`src/rtl/seg_msg_sched.sv`:
```
// Display message scheduler: arbitrates err/wr/rd one-digit messages onto the
// seven-segment driver with a fixed hold time, a dash gap and error pre-emption.
module seg_msg_sched #(
  parameter int unsigned HOLD_CYCLES  = 100000000,
  parameter int unsigned BLANK_CYCLES = 10000000,
  parameter int unsigned CNT_W        = 27
) (
  input  logic       clk,
  input  logic       rst,
  input  logic       err_req,
  input  logic [3:0] err_code,
  output logic       err_ack,
  input  logic       wr_req,
  input  logic [3:0] wr_digit,
  output logic       wr_ack,
  input  logic       rd_req,
  input  logic [3:0] rd_digit,
  output logic       rd_ack,
  input  logic       init_done,
  output logic [3:0] digit,
  output logic       show_digit,
  output logic       init_ok,
  output logic       error_flag,
  output logic [1:0] active_src,
  output logic       busy
);

  typedef enum logic [1:0] {StIdle, StShow, StBlank} state_e;

  localparam logic [CNT_W-1:0] HoldLast  = CNT_W'(HOLD_CYCLES - 1);
  localparam logic [CNT_W-1:0] BlankLast = CNT_W'(BLANK_CYCLES - 1);
  localparam logic [1:0]       SrcNone   = 2'd0;
  localparam logic [1:0]       SrcRd     = 2'd1;
  localparam logic [1:0]       SrcWr     = 2'd2;
  localparam logic [1:0]       SrcErr    = 2'd3;

  state_e           state_q, state_d;
  logic [CNT_W-1:0] cnt_q, cnt_d;
  logic             pend_err_q, pend_err_d, pend_wr_q, pend_wr_d, pend_rd_q, pend_rd_d;
  logic [3:0]       err_data_q, err_data_d, wr_data_q, wr_data_d, rd_data_q, rd_data_d;
  logic [3:0]       digit_q, digit_d;
  logic [1:0]       src_q, src_d;
  logic             err_ack_q, err_ack_d, wr_ack_q, wr_ack_d, rd_ack_q, rd_ack_d;
  logic             error_flag_q, error_flag_d;
  logic             init_q;
  logic             take_err, take_wr, take_rd;

  always_comb begin
    state_d      = state_q;
    cnt_d        = cnt_q;
    digit_d      = digit_q;
    src_d        = src_q;
    err_ack_d    = 1'b0;
    wr_ack_d     = 1'b0;
    rd_ack_d     = 1'b0;
    error_flag_d = error_flag_q;
    take_err     = 1'b0;
    take_wr      = 1'b0;
    take_rd      = 1'b0;

    unique case (state_q)
      StIdle: begin
        if (pend_err_q)     take_err = 1'b1;
        else if (pend_wr_q) take_wr  = 1'b1;
        else if (pend_rd_q) take_rd  = 1'b1;
      end
      StShow: begin
        // An error already on display is never displaced by another error.
        if (pend_err_q && src_q != SrcErr) begin
          take_err = 1'b1;
        end else if (cnt_q == HoldLast) begin
          cnt_d   = '0;
          src_d   = SrcNone;
          state_d = (BLANK_CYCLES == 0) ? StIdle : StBlank;
        end else begin
          cnt_d = cnt_q + CNT_W'(1);
        end
      end
      StBlank: begin
        if (pend_err_q) begin
          take_err = 1'b1;
        end else if (cnt_q == BlankLast) begin
          cnt_d   = '0;
          state_d = StIdle;
        end else begin
          cnt_d = cnt_q + CNT_W'(1);
        end
      end
      default: state_d = StIdle;
    endcase

    if (take_err || take_wr || take_rd) begin
      state_d = StShow;
      cnt_d   = '0;
    end
    if (take_err) begin
      digit_d      = err_data_q;
      src_d        = SrcErr;
      err_ack_d    = 1'b1;
      error_flag_d = 1'b1;
    end else if (take_wr) begin
      digit_d  = wr_data_q;
      src_d    = SrcWr;
      wr_ack_d = 1'b1;
    end else if (take_rd) begin
      digit_d  = rd_data_q;
      src_d    = SrcRd;
      rd_ack_d = 1'b1;
    end
  end

  // A request coinciding with its own consumption keeps the flag set.
  always_comb begin
    pend_err_d = err_req | (pend_err_q & ~take_err);
    pend_wr_d  = wr_req  | (pend_wr_q  & ~take_wr);
    pend_rd_d  = rd_req  | (pend_rd_q  & ~take_rd);
    err_data_d = err_req ? err_code : err_data_q;
    wr_data_d  = wr_req  ? wr_digit : wr_data_q;
    rd_data_d  = rd_req  ? rd_digit : rd_data_q;
  end

  always_ff @(posedge clk) begin
    if (rst) begin
      state_q      <= StIdle;
      cnt_q        <= '0;
      pend_err_q   <= 1'b0;
      pend_wr_q    <= 1'b0;
      pend_rd_q    <= 1'b0;
      err_data_q   <= '0;
      wr_data_q    <= '0;
      rd_data_q    <= '0;
      digit_q      <= '0;
      src_q        <= SrcNone;
      err_ack_q    <= 1'b0;
      wr_ack_q     <= 1'b0;
      rd_ack_q     <= 1'b0;
      error_flag_q <= 1'b0;
      init_q       <= 1'b0;
    end else begin
      state_q      <= state_d;
      cnt_q        <= cnt_d;
      pend_err_q   <= pend_err_d;
      pend_wr_q    <= pend_wr_d;
      pend_rd_q    <= pend_rd_d;
      err_data_q   <= err_data_d;
      wr_data_q    <= wr_data_d;
      rd_data_q    <= rd_data_d;
      digit_q      <= digit_d;
      src_q        <= src_d;
      err_ack_q    <= err_ack_d;
      wr_ack_q     <= wr_ack_d;
      rd_ack_q     <= rd_ack_d;
      error_flag_q <= error_flag_d;
      init_q       <= init_done;
    end
  end

  assign digit      = digit_q;
  assign show_digit = (state_q == StShow);
  assign active_src = src_q;
  assign busy       = (state_q != StIdle);
  assign error_flag = error_flag_q;
  assign init_ok    = init_q & ~error_flag_q;
  assign err_ack    = err_ack_q;
  assign wr_ack     = wr_ack_q;
  assign rd_ack     = rd_ack_q;

endmodule

```
`config.mk`:
```
export PLATFORM = sky130hd
export DESIGN_NAME = seg_msg_sched
export DESIGN_NICKNAME = d
export VERILOG_FILES = /design/src/rtl/seg_msg_sched.sv
export SDC_FILE = /design/constraint.sdc
export NUM_CORES = 1
export LEC_CHECK = 0
export CORE_MARGIN = 1.5
export CORE_UTILIZATION = 50
export CTS_BUF_LIST = sky130_fd_sc_hd__clkbuf_8
export DETAILED_ROUTE_END_ITERATION = 10
export GPL_ROUTABILITY_DRIVEN = 0
export PLACE_DENSITY = 0.73
export SYNTH_ARGS = -nofsm -noshare
export SYNTH_HDL_FRONTEND = slang
export SYNTH_SLANG_ARGS = --single-unit
export TNS_END_PERCENT = 10
```
`constraint.sdc`:
```
create_clock -name clk -period 1.6 [get_ports clk]
set_input_delay 0.32 -clock clk [delete_from_list [all_inputs] [get_ports clk]]
set_output_delay 0.32 -clock clk [all_outputs]
set_load 0.005 [all_outputs]
```
== Word-level counts from Yosys, hierarchy flattened ==
Cells that the tools add are included.

* Word-level logic and storage cells: 94
* Register bits: 55
* Output and inout bits: 13
* Input port bits: 18

* Reductions and logical operators: 17
* Mux-type cells: 33
* Bitwise gates (word level): 12
* $add $sub $neg: 1
* Eq/ne operators: 15

{| class="wikitable"
|+ Operator list
! cell !! count
|-
| 27-bit two-way mux || 4
|-
| 27-bit case mux with 2 select lines || 1
|-
| 27-bit by 1-bit adder with 27-bit output, second input constant || 1
|-
| 27-bit by 24-bit == test with 1-bit output, second input constant || 1
|-
| 27-bit == test, second input constant || 1
|-
| 2-bit two-way mux || 10
|-
| 1-bit two-way mux || 13
|-
| 4-bit two-way mux || 3
|-
| 2-bit != test, second input constant || 5
|-
| 5-bit AND reduction || 2
|-
| 4-bit nonzero test || 2
|-
| 3-bit != test, second input constant || 2
|-
| 2-bit case mux with 3 select lines || 1
|-
| 3-bit AND reduction || 2
|-
| 2-bit OR reduction || 3
|-
| 1-bit inverter || 5
|-
| 1-bit bitwise AND || 4
|-
| 4-bit != test, second input constant || 1
|-
| 2-bit nonzero test || 2
|-
| 3-bit by 1-bit != test with 1-bit output, second input constant || 1
|-
| 3-bit by 2-bit != test with 1-bit output, second input constant || 1
|-
| 1-bit bitwise OR || 3
|-
| 3-bit nonzero test || 1
|-
| 3-bit OR reduction || 1
|-
| other kinds (7) || 8
|}

== Logic depth before layout (Yosys ltp) ==
Gate-level depths: netlist of run 1.

* Depth in word-level cells: 8
* Mapped depth: 7
* Depth with buffers taken out: 6

== Worst setup path after synthesis of run 1 ==
No wires, ideal clock.

* Path kind: reg-to-reg
* From: reg cnt_q[7]
* To: reg cnt_q[24]
* Buffers on the path: 1
* Period minus slack after synthesis: 1727 ps
* Required time: 1485 ps
* Cell stages (with the launch flop): 7
* Data arrival time: 1612 ps
* Path slack: -127 ps
* Setup time: 115 ps
* Path through: dfxtp_1 or4_1 nor4_4 nand4_2 nand3b_4 buf_6 nor2_1

* Longest elaborated chain between the ends: 4

{| class="wikitable"
|+ Ends and longest elaborated chain
! item !! RTL line !! RTL
|-
| from (decl) || 38 || <nowiki>logic [CNT_W-1:0] cnt_q, cnt_d;</nowiki>
|-
| from (signal assigned) || 141 || <nowiki>cnt_q <= cnt_d;</nowiki>
|-
| 27-bit by 1-bit adder with 27-bit output, or another cell as far along || 76, 86 ||
|-
| 27-bit two-way mux, on equally long branches || 82, 71 ||
|-
| 27-bit two-way mux, on equally long branches || 80, 69 ||
|-
| 27-bit case mux with 2 select lines (*) || 61 || <nowiki>unique case (state_q)</nowiki>
|}

Every way passes the cells marked *; elsewhere a longest branch is shown, timed or not. The select of a mux whose other input is x is not followed.
A chain may end at the register's enable or synchronous reset.

== Worst setup path in the final report of run 1 ==
* From: reg cnt_q[25]
* To: reg cnt_q[21]

* Longest elaborated chain between the ends: 4

{| class="wikitable"
|+ Ends and longest elaborated chain
! item !! RTL line
|-
| 27-bit by 24-bit == test with 1-bit output or 27-bit == test (tied branches) || 82, 71
|-
| 27-bit two-way mux, on equally long branches || 82, 71
|-
| 27-bit two-way mux, on equally long branches || 80, 69
|-
| 27-bit case mux with 2 select lines (*) || 61
|}

Marks and branches as above.

==> results of run 1 <==
==> per-layer routing <==
layer | GRT usage (%) | vias up | wire length, µm
met5 | 0 | - | 0
met4 | 6.667 | 0 | 107
met3 | 7.182 | 9 | 223
met2 | 39.68 | 46 | 2919
met1 | 27.99 | 1087 | 2584
li1 | - | 1156 | -
==> cell usage after synthesis, drive strengths merged, types with 2 or more instances <==
master | n | area share, %
a211oi | 4 | 1.2
a21o | 2 | 0.59
a21oi | 14 | 2.7
a22oi | 4 | 1.2
and3 | 3 | 0.74
and4 | 8 | 2.7
buf | 6 | 1.6
clkbuf | 10 | 1.5
dfxtp | 55 | 43
inv | 7 | 1.0
mux2i | 13 | 5.1
nand2 | 16 | 2.4
nand2b | 4 | 0.98
nand3 | 11 | 2.2
nand4 | 6 | 1.7
nor2 | 56 | 8.2
nor2b | 3 | 0.74
nor3 | 12 | 2.4
nor3b | 4 | 1.2
nor4 | 8 | 2.6
nor4b | 4 | 1.4
o21ai | 4 | 0.79
or4 | 3 | 1.0
xnor2 | 23 | 7.9
xor2 | 2 | 0.69
==> cell families (layout without fill, tap and decap cells) <==
family                   count (synthesis)  in the layout  synth area share [%]
AND/OR/NAND/NOR                        143            143                 30.04
flip-flops                              55             55                 43.20
AO/OA/AOI/OAI                           34             34                 8.444
XOR/XNOR                                25             25                 8.591
buffers and inverters                   23             91                 4.124
multiplexers                            13             13                 5.105
adder cells (fa/ha/maj)                  1              1                0.4908
==> area by class of cell <==
class | count | area (µm²) | area share [%]
multi-input cells | 216 | 1406 | 41.89
clock buffers | 5 | 68.82 | 2.050
clock inverters | 2 | 17.52 | 0.5218
repair buffers | 77 | 643.1 | 19.16
well taps | 67 | 83.83 | 2.497
inverters | 7 | 26.28 | 0.7827
flip-flops and latches | 55 | 1111 | 33.10
==> metrics by stage <==
stage                     total power, W  cell area [µm²]  setup slack (ns)  hold WS, ns
after floorplan                 0.001662             2562          -0.07440       0.4482
after global placement          0.001833             3221           -0.1569       0.4552
after detailed placement        0.001840             3221           -0.2093       0.4595
after CTS                       0.002604             3318           -0.2228       0.4753
after global routing            0.002714             3357           -0.2859       0.5086
final                           0.002595             3357           -0.2061       0.4719
==> state kept, by name, summed over array words and instances (netlist names) <==
name,flops
pend_wr_q,1
init_q,1
rd_data_q,4
active_src,2
pend_rd_q,1
err_data_q,4
cnt_q,27
wr_data_q,4
error_flag,1
rd_ack,1
digit,4
wr_ack,1
err_ack,1
state_q,2
pend_err_q,1
==> power groups by stage <==
stage / registers [W] / logic, W / clock network [W]
2_1_floorplan: 0.00148 / 0.000184 / 0
3_3_place_gp: 0.00148 / 0.000355 / 0
3_5_place_dp: 0.00148 / 0.000359 / 0
4_1_cts: 0.00145 / 0.000354 / 0.000797
5_1_grt: 0.00146 / 0.000393 / 0.000859
6_report: 0.00146 / 0.000356 / 0.000783
==> final timing paths <==
check / to / slack, ns / cells past startpoint
worst max-delay path: cnt_q[21] / -0.21 / 5
worst min-delay path: error_flag / 0.47 / 2
worst max register to register: cnt_q[21] / -0.21 / 5
worst min register to register: error_flag / 0.47 / 2
==> worst register-to-register path, stage by stage (launching register included) <==
cell      delay [ns]
dfxtp_2         0.33
or4_4           0.57
nor4_4          0.31
nand4_2         0.15
nand3b_4        0.26
nor2_1          0.08
==> what timing repair did <==
action                     CTS  global route
setup endpoints to repair   32            36
pin swaps                    2             1
resized for setup           14            13
hold buffers                 0             0
buffers inserted             0             0
==> Implementation_results.wiki, run 1 <==
{| class="wikitable"
! Metric !! Value
|-
| Result of the run || complete, but fails checks
|-
| Final setup violation count || 25
|-
| Worst-margin pin slew || 0.3645 ns
|-
| Routed wirelength normalized by instance count || approximately 14 µm
|-
| GR Overflow Total || 0
|-
| Synthesis-stage register bit count || 55
|-
| Max Cap Violations || 0
|-
| Area growth from synthesis to layout || 31.71%
|-
| Largest net degree at the start of global routing || 28
|-
| Core area || between 0.004 and 0.005 mm²
|-
| Hold Path Origin || error_flag
|-
| Worst setup slack after layout || -0.2061 ns
|-
| Combined area of all synthesized cells || around 0.0025 mm²
|-
| Die Span X || roughly 74 µm
|-
| Leakage || 1.273 nW
|-
| RSZ-0062 raised after global routing || true
|-
| Achievable clock frequency || between 500 and 600 MHz
|-
| Via count of the first global-routing pass || between 2,000 and 2,500
|-
| Maximum fanout along the worst path || 21
|-
| Max Clock Skew || 0.01024 ns
|-
| CP delay by family, top || simple AND/OR/NAND/NOR gates
|-
| Final period utilization || 112.9%
|-
| CP Cell Sequence || or4_4 > nor4_4 > nand4_2 > nand3b_4 > nor2_1
|-
| Type of the worst setup path || register to register
|-
| CP max stage delay || roughly 0.57 ns
|-
| Detailed Route WL || 5.834 mm
|-
| Critical Path Start || cnt_q[25]
|-
| Slowest CP cell || or4_4
|-
| Main synth FF type || dfxtp_1
|-
| Detailed placer's ending HPWL || approximately 4.2 mm
|-
| Worst endpoint data arrival time || between 2 and 2.5 ns
|-
| DRC errors left || 0
|-
| Max-slew violation total from the final report || 0
|-
| Share of layout cells above drive strength 1 || a little under a quarter
|-
| Post-Layout Cell Count || roughly 430
|-
| Internal power || between 0.0015 and 0.002 W
|-
| Final core area utilization || between 60% and 70%
|-
| Largest buffer count on any clock path || 2
|-
| DRT iter0 DRCs || between 150 and 200
|-
| Inserted Diodes || 0
|-
| Height of the die || around 74 µm
|-
| Global-route wire length before repair || approximately 9.8 mm
|-
| Antenna-violating nets left || 0
|-
| Origin of the critical flop-to-flop path || cnt_q[25]
|-
| Number of instances in the synthesized netlist || 294
|-
| Final count of hold timing violations || 0
|-
| Min cycle time layout || 1.806 ns
|-
| Critical Path Sink Type || register
|-
| Total negative slack for setup checks || -4.315 ns
|-
| Req. time, crit path || between 1.5 and 2 ns
|-
| Count of buffers from port buffering || 30
|-
| Clk sinks || 55
|-
| Vias per std cell || roughly 5.4
|-
| Hold Path Class || register to register
|-
| All-Layer GR Usage || about 23%
|-
| Number of enable flip-flop cells after synthesis || 0
|-
| Starting utilization of the core area || 52.91%
|-
| Leading cell type in the layout, fill and taps excluded || nor2_1
|-
| Largest voltage drop on the vdd net || between 0.6 and 0.7 mV
|-
| Slew Limit Headroom || approximately three quarters
|-
| Count of synthesis-stage warnings from yosys || 0
|-
| Mapped Avg Cell Area || about 8.7 µm²
|-
| Failing checks || setup timing
|-
| # rows || 25
|-
| Cell at the root of the clock tree || clkbuf_8
|-
| Switching power as a share of total power || 26.04%
|-
| Source-to-sink clock delay at the later pin of the worst-skew pair || between 0.3 and 0.4 ns
|-
| Number of distinct library cell variants in the gate-level netlist after synthesis || between 40 and 50
|-
| Portion of the post-synthesis area used by sequential elements || 43.20%
|-
| Die area || between 0.005 and 0.006 mm²
|-
| Fraction of power consumed by the clock network || ~30%
|-
| Async S/R FF share, synth || 0%
|-
| Number of H-tree levels || 2
|-
| Antenna violations before repair || 0
|-
| CTS tree || yes
|-
| Relative contribution of combinational cells to total power || between 10 and 15%
|-
| Proportion of power drawn by flip-flops and latches || ~56%
|-
| Net count of the finished layout || ~380
|-
| Clock-pin slew of the registers on the worst-case setup and hold paths || about 0.1 ns
|-
| Number of nets produced by synthesis || 313
|-
| Highest-count cells in the layout ignoring fill and taps || nor2_1 (54), dfxtp_1 (47), buf_4 (47), clkdlybuf4s50_1 (25), xnor2_1 (23)
|-
| Total placed cells including tap cells || between 400 and 500
|-
| Number of placed I/O pins || 31
|-
| Num CTS Buffers || 5
|-
| Net switching power figure || between 0.0006 and 0.0007 W
|-
| Power density over cell area || 773.0 mW/mm²
|-
| Number of detailed-routing iterations run before antenna repair || 5
|-
| Fill cell instance count of the final layout || slightly above 400
|-
| Buf/Inv on CP || 0
|-
| Critical path launch point type || register
|-
| Via Count || 2,298
|}
Power figures use the tool's default switching activity.
==> run 2: changes to the inputs <==
- PLACE_DENSITY: 0.73 -> 0.7
- clock period: 1.6 -> 1.9 ns (I/O delays scaled with it)
==> run 2 against run 1 <==
Compared with the run above: the flow now finishes without violations; sequential cell count stayed put; first-iteration DRC count is 1.7% higher; utilization down 4.0 points; largest cell class unchanged.
==> Implementation_results.wiki, run 2 (synthesis gave the netlist of run 1 again) <==
{| class="wikitable"
! Metric !! Value
|-
| Max Cap Violations || 0 (unchanged)
|-
| Worst-margin pin slew || 0.3973 ns (+0.03283 ns)
|-
| CTS tree || yes
|-
| Type of the worst setup path || register to output port
|-
| Design Power || 0.002186 W (-16%)
|-
| Routed wirelength normalized by instance count || 13.90 µm (+2.2%)
|-
| Via count of the first global-routing pass || 1,911 (-12%)
|-
| Final period utilization || between 90% and 100%
|-
| Vias per std cell || 5.429 (+1.4%)
|-
| Inserted Diodes || 0 (unchanged)
|-
| Largest register FFs || 27 (unchanged)
|-
| DRT iter0 DRCs || 175 (+1.7%)
|-
| # rows || 25 (unchanged)
|-
| Num CTS Buffers || 5 (unchanged)
|-
| DRC errors left || 0 (unchanged)
|-
| Hold Path Origin || error_flag
|-
| Max Clock Skew || 0.008908 ns (-0.001331 ns)
|-
| GRT met1 Usage || 31.88% (+3.9 points)
|-
| Largest net degree at the start of global routing || 28 (unchanged)
|-
| Largest buffer count on any clock path || 2 (unchanged)
|-
| Worst setup slack after layout || 0.06634 ns (+0.2724 ns)
|-
| Leakage || 1.146 nW (-9.9%)
|-
| Result of the run || completed
|-
| Count of buffers from port buffering || 30 (unchanged)
|-
| Slew Limit Headroom || 73.46% (-1.9 points)
|-
| Origin of the critical flop-to-flop path || cnt_q[16]
|-
| GR Overflow Total || 0 (unchanged)
|-
| Core area || 0.004817 mm² (unchanged)
|-
| Met3 capacity usage during global routing || 4.472% (-2.7 points)
|-
| Worst hold endpoint || error_flag
|-
| Detailed Route WL || 5.603 mm (-4.0%)
|-
| Starting utilization of the core area || 52.91% (unchanged)
|-
| Critical path launch point type || register
|-
| Area growth from synthesis to layout || 24.15%
|-
| RSZ-0062 raised after global routing || false
|-
| Detailed placer's ending HPWL || 3.830 mm (-9.1%)
|-
| Hold Path Class || register to register
|-
| Number of H-tree levels || 2 (unchanged)
|-
| Critical Path Start || state_q[1]
|-
| Power density over cell area || 690.7 mW/mm² (-11%)
|-
| CP max stage delay || 0.49 ns (-0.08 ns)
|-
| Leading cell type in the layout, fill and taps excluded || nor2_1
|-
| Post-Layout Cell Count || 403 (-6.1%)
|-
| Met2 GRT Util || 29.56% (-10 points)
|-
| Antenna-violating nets left || 0 (unchanged)
|-
| Final setup violation count || 0 (-100%)
|-
| Req. time, crit path || 1.52 ns (-0.29 ns)
|-
| Via Count || 2,188 (-4.8%)
|-
| Total placed cells including tap cells || 392 (-7.1%)
|-
| Number of detailed-routing iterations run before antenna repair || 5 (unchanged)
|-
| Register containing the most flip-flops in the final layout || cnt_q
|-
| Achievable clock frequency || roughly 550 MHz
|-
| Cell at the root of the clock tree || clkbuf_8
|-
| Capture instance of the worst register-to-register path || cnt_q[8]
|-
| Slowest CP cell || clkdlybuf4s50_1
|-
| Fill cell instance count of the final layout || 437 (+8.2%)
|-
| Die area || 0.005535 mm² (unchanged)
|-
| Critical Path Sink Type || output port
|-
| Clk sinks || 55 (unchanged)
|-
| Cell depth of the worst min-delay path || 2 (unchanged)
|-
| Antenna violations before repair || 0 (unchanged)
|-
| All-Layer GR Usage || 20.88% (-2.3 points)
|-
| Share of layout cells above drive strength 1 || 12.50% (-10 points)
|-
| Max-slew violation total from the final report || 0 (unchanged)
|-
| Net count of the finished layout || 354 (-7.1%)
|-
| Worst endpoint data arrival time || 1.45 ns (-0.56 ns)
|-
| Highest-count cells in the layout ignoring fill and taps || nor2_1 (56), dfxtp_1 (52), clkdlybuf4s50_1 (30), xnor2_1 (23), buf_4 (17)
|-
| Worst-case register-to-register setup slack || 0.07 ns (+0.27 ns)
|-
| Source-to-sink clock delay at the later pin of the worst-skew pair || 0.31 ns (about the same)
|-
| Min cycle time layout || ~1.8 ns
|-
| Number of placed I/O pins || 31 (unchanged)
|-
| Worst setup slack after placement || 0.03143 ns (+0.2407 ns)
|-
| Final count of hold timing violations || 0 (unchanged)
|-
| Die Span X || 74.40 µm (unchanged)
|-
| Number of buffers added to fix hold violations after cts || 0 (unchanged)
|-
| Highest-utilization routing layer at the global route stage || met1
|-
| Global-route wire length before repair || 8.949 mm (-8.5%)
|-
| Largest voltage drop on the vdd net || 0.4212 mV (-30%)
|-
| Clock-pin slew of the registers on the worst-case setup and hold paths || 0.10 ns (about the same)
|-
| Height of the die || 74.40 µm (unchanged)
|-
| CP Cell Sequence || nand2b_2 > inv_2 > clkdlybuf4s50_1
|-
| Total negative slack for setup checks || 0 ns (+4.315 ns)
|-
| Maximum fanout along the worst path || 6 (-71%)
|-
| Path depth of the worst reg2reg path || 5 (unchanged)
|}
[run 2: final cells by class]
type | instances | area, µm² | share of cell area [%]
inverter | 7 | 26.28 | 0.8304
multi-input combinational | 218 | 1410 | 44.56
sequential | 55 | 1105 | 34.92
tap | 67 | 83.83 | 2.649
clock buffer | 5 | 68.82 | 2.175
timing repair buffer | 48 | 447.9 | 14.16
clock inverter | 3 | 22.52 | 0.7117
[run 2: worst max-delay path by stage]
stage / to / slack (ns) / cells past startpoint
final: show_digit / 0.07 / 3
after global routing: show_digit / 0.01 / 3
after CTS: show_digit / 0.002 / 3
after detailed placement: cnt_q[18] / 0.03 / 5
after global placement: cnt_q[23] / 0.12 / 5
after floorplan: cnt_q[24] / 0.17 / 6
[run 2: layer usage]
layer / part of all wire, % / routed length, µm
met1: 52 / 2905
met2: 43 / 2384
met3: 4.8 / 267
met4: 0.80 / 45
met5: 0 / 0
[run 2: critical path: cells and delay by family (launching register included)]
kind | cells | cell delay [ns]
buffers and inverters | 2 | 0.56
DFF | 1 | 0.36
and+or+nand+nor | 1 | 0.22
[run 2: report_power, final]
group,switching [W],total [W],internal [W]
combinational,0.000133,0.000286,0.000153
sequential,0.0000300,0.00123,0.00120
clock,0.000406,0.000674,0.000268
[run 2: repair_timing]
item,CTS,global route
setup buffers,0,1
setup endpoints to repair,0,22
endpoints found under the hold margin,0,0
resized for setup,0,11
[run 2: stage by stage]
stage	hold slack (ns)	instance area, µm²	utilization, %
6_report	0.4765	3164	65.69
5_1_grt	0.5085	3164	65.69
4_1_cts	0.4851	3085	64.05
3_5_place_dp	0.4696	2994	62.16
3_3_place_gp	0.4507	2994	62.16
2_1_floorplan	0.4553	2549	-
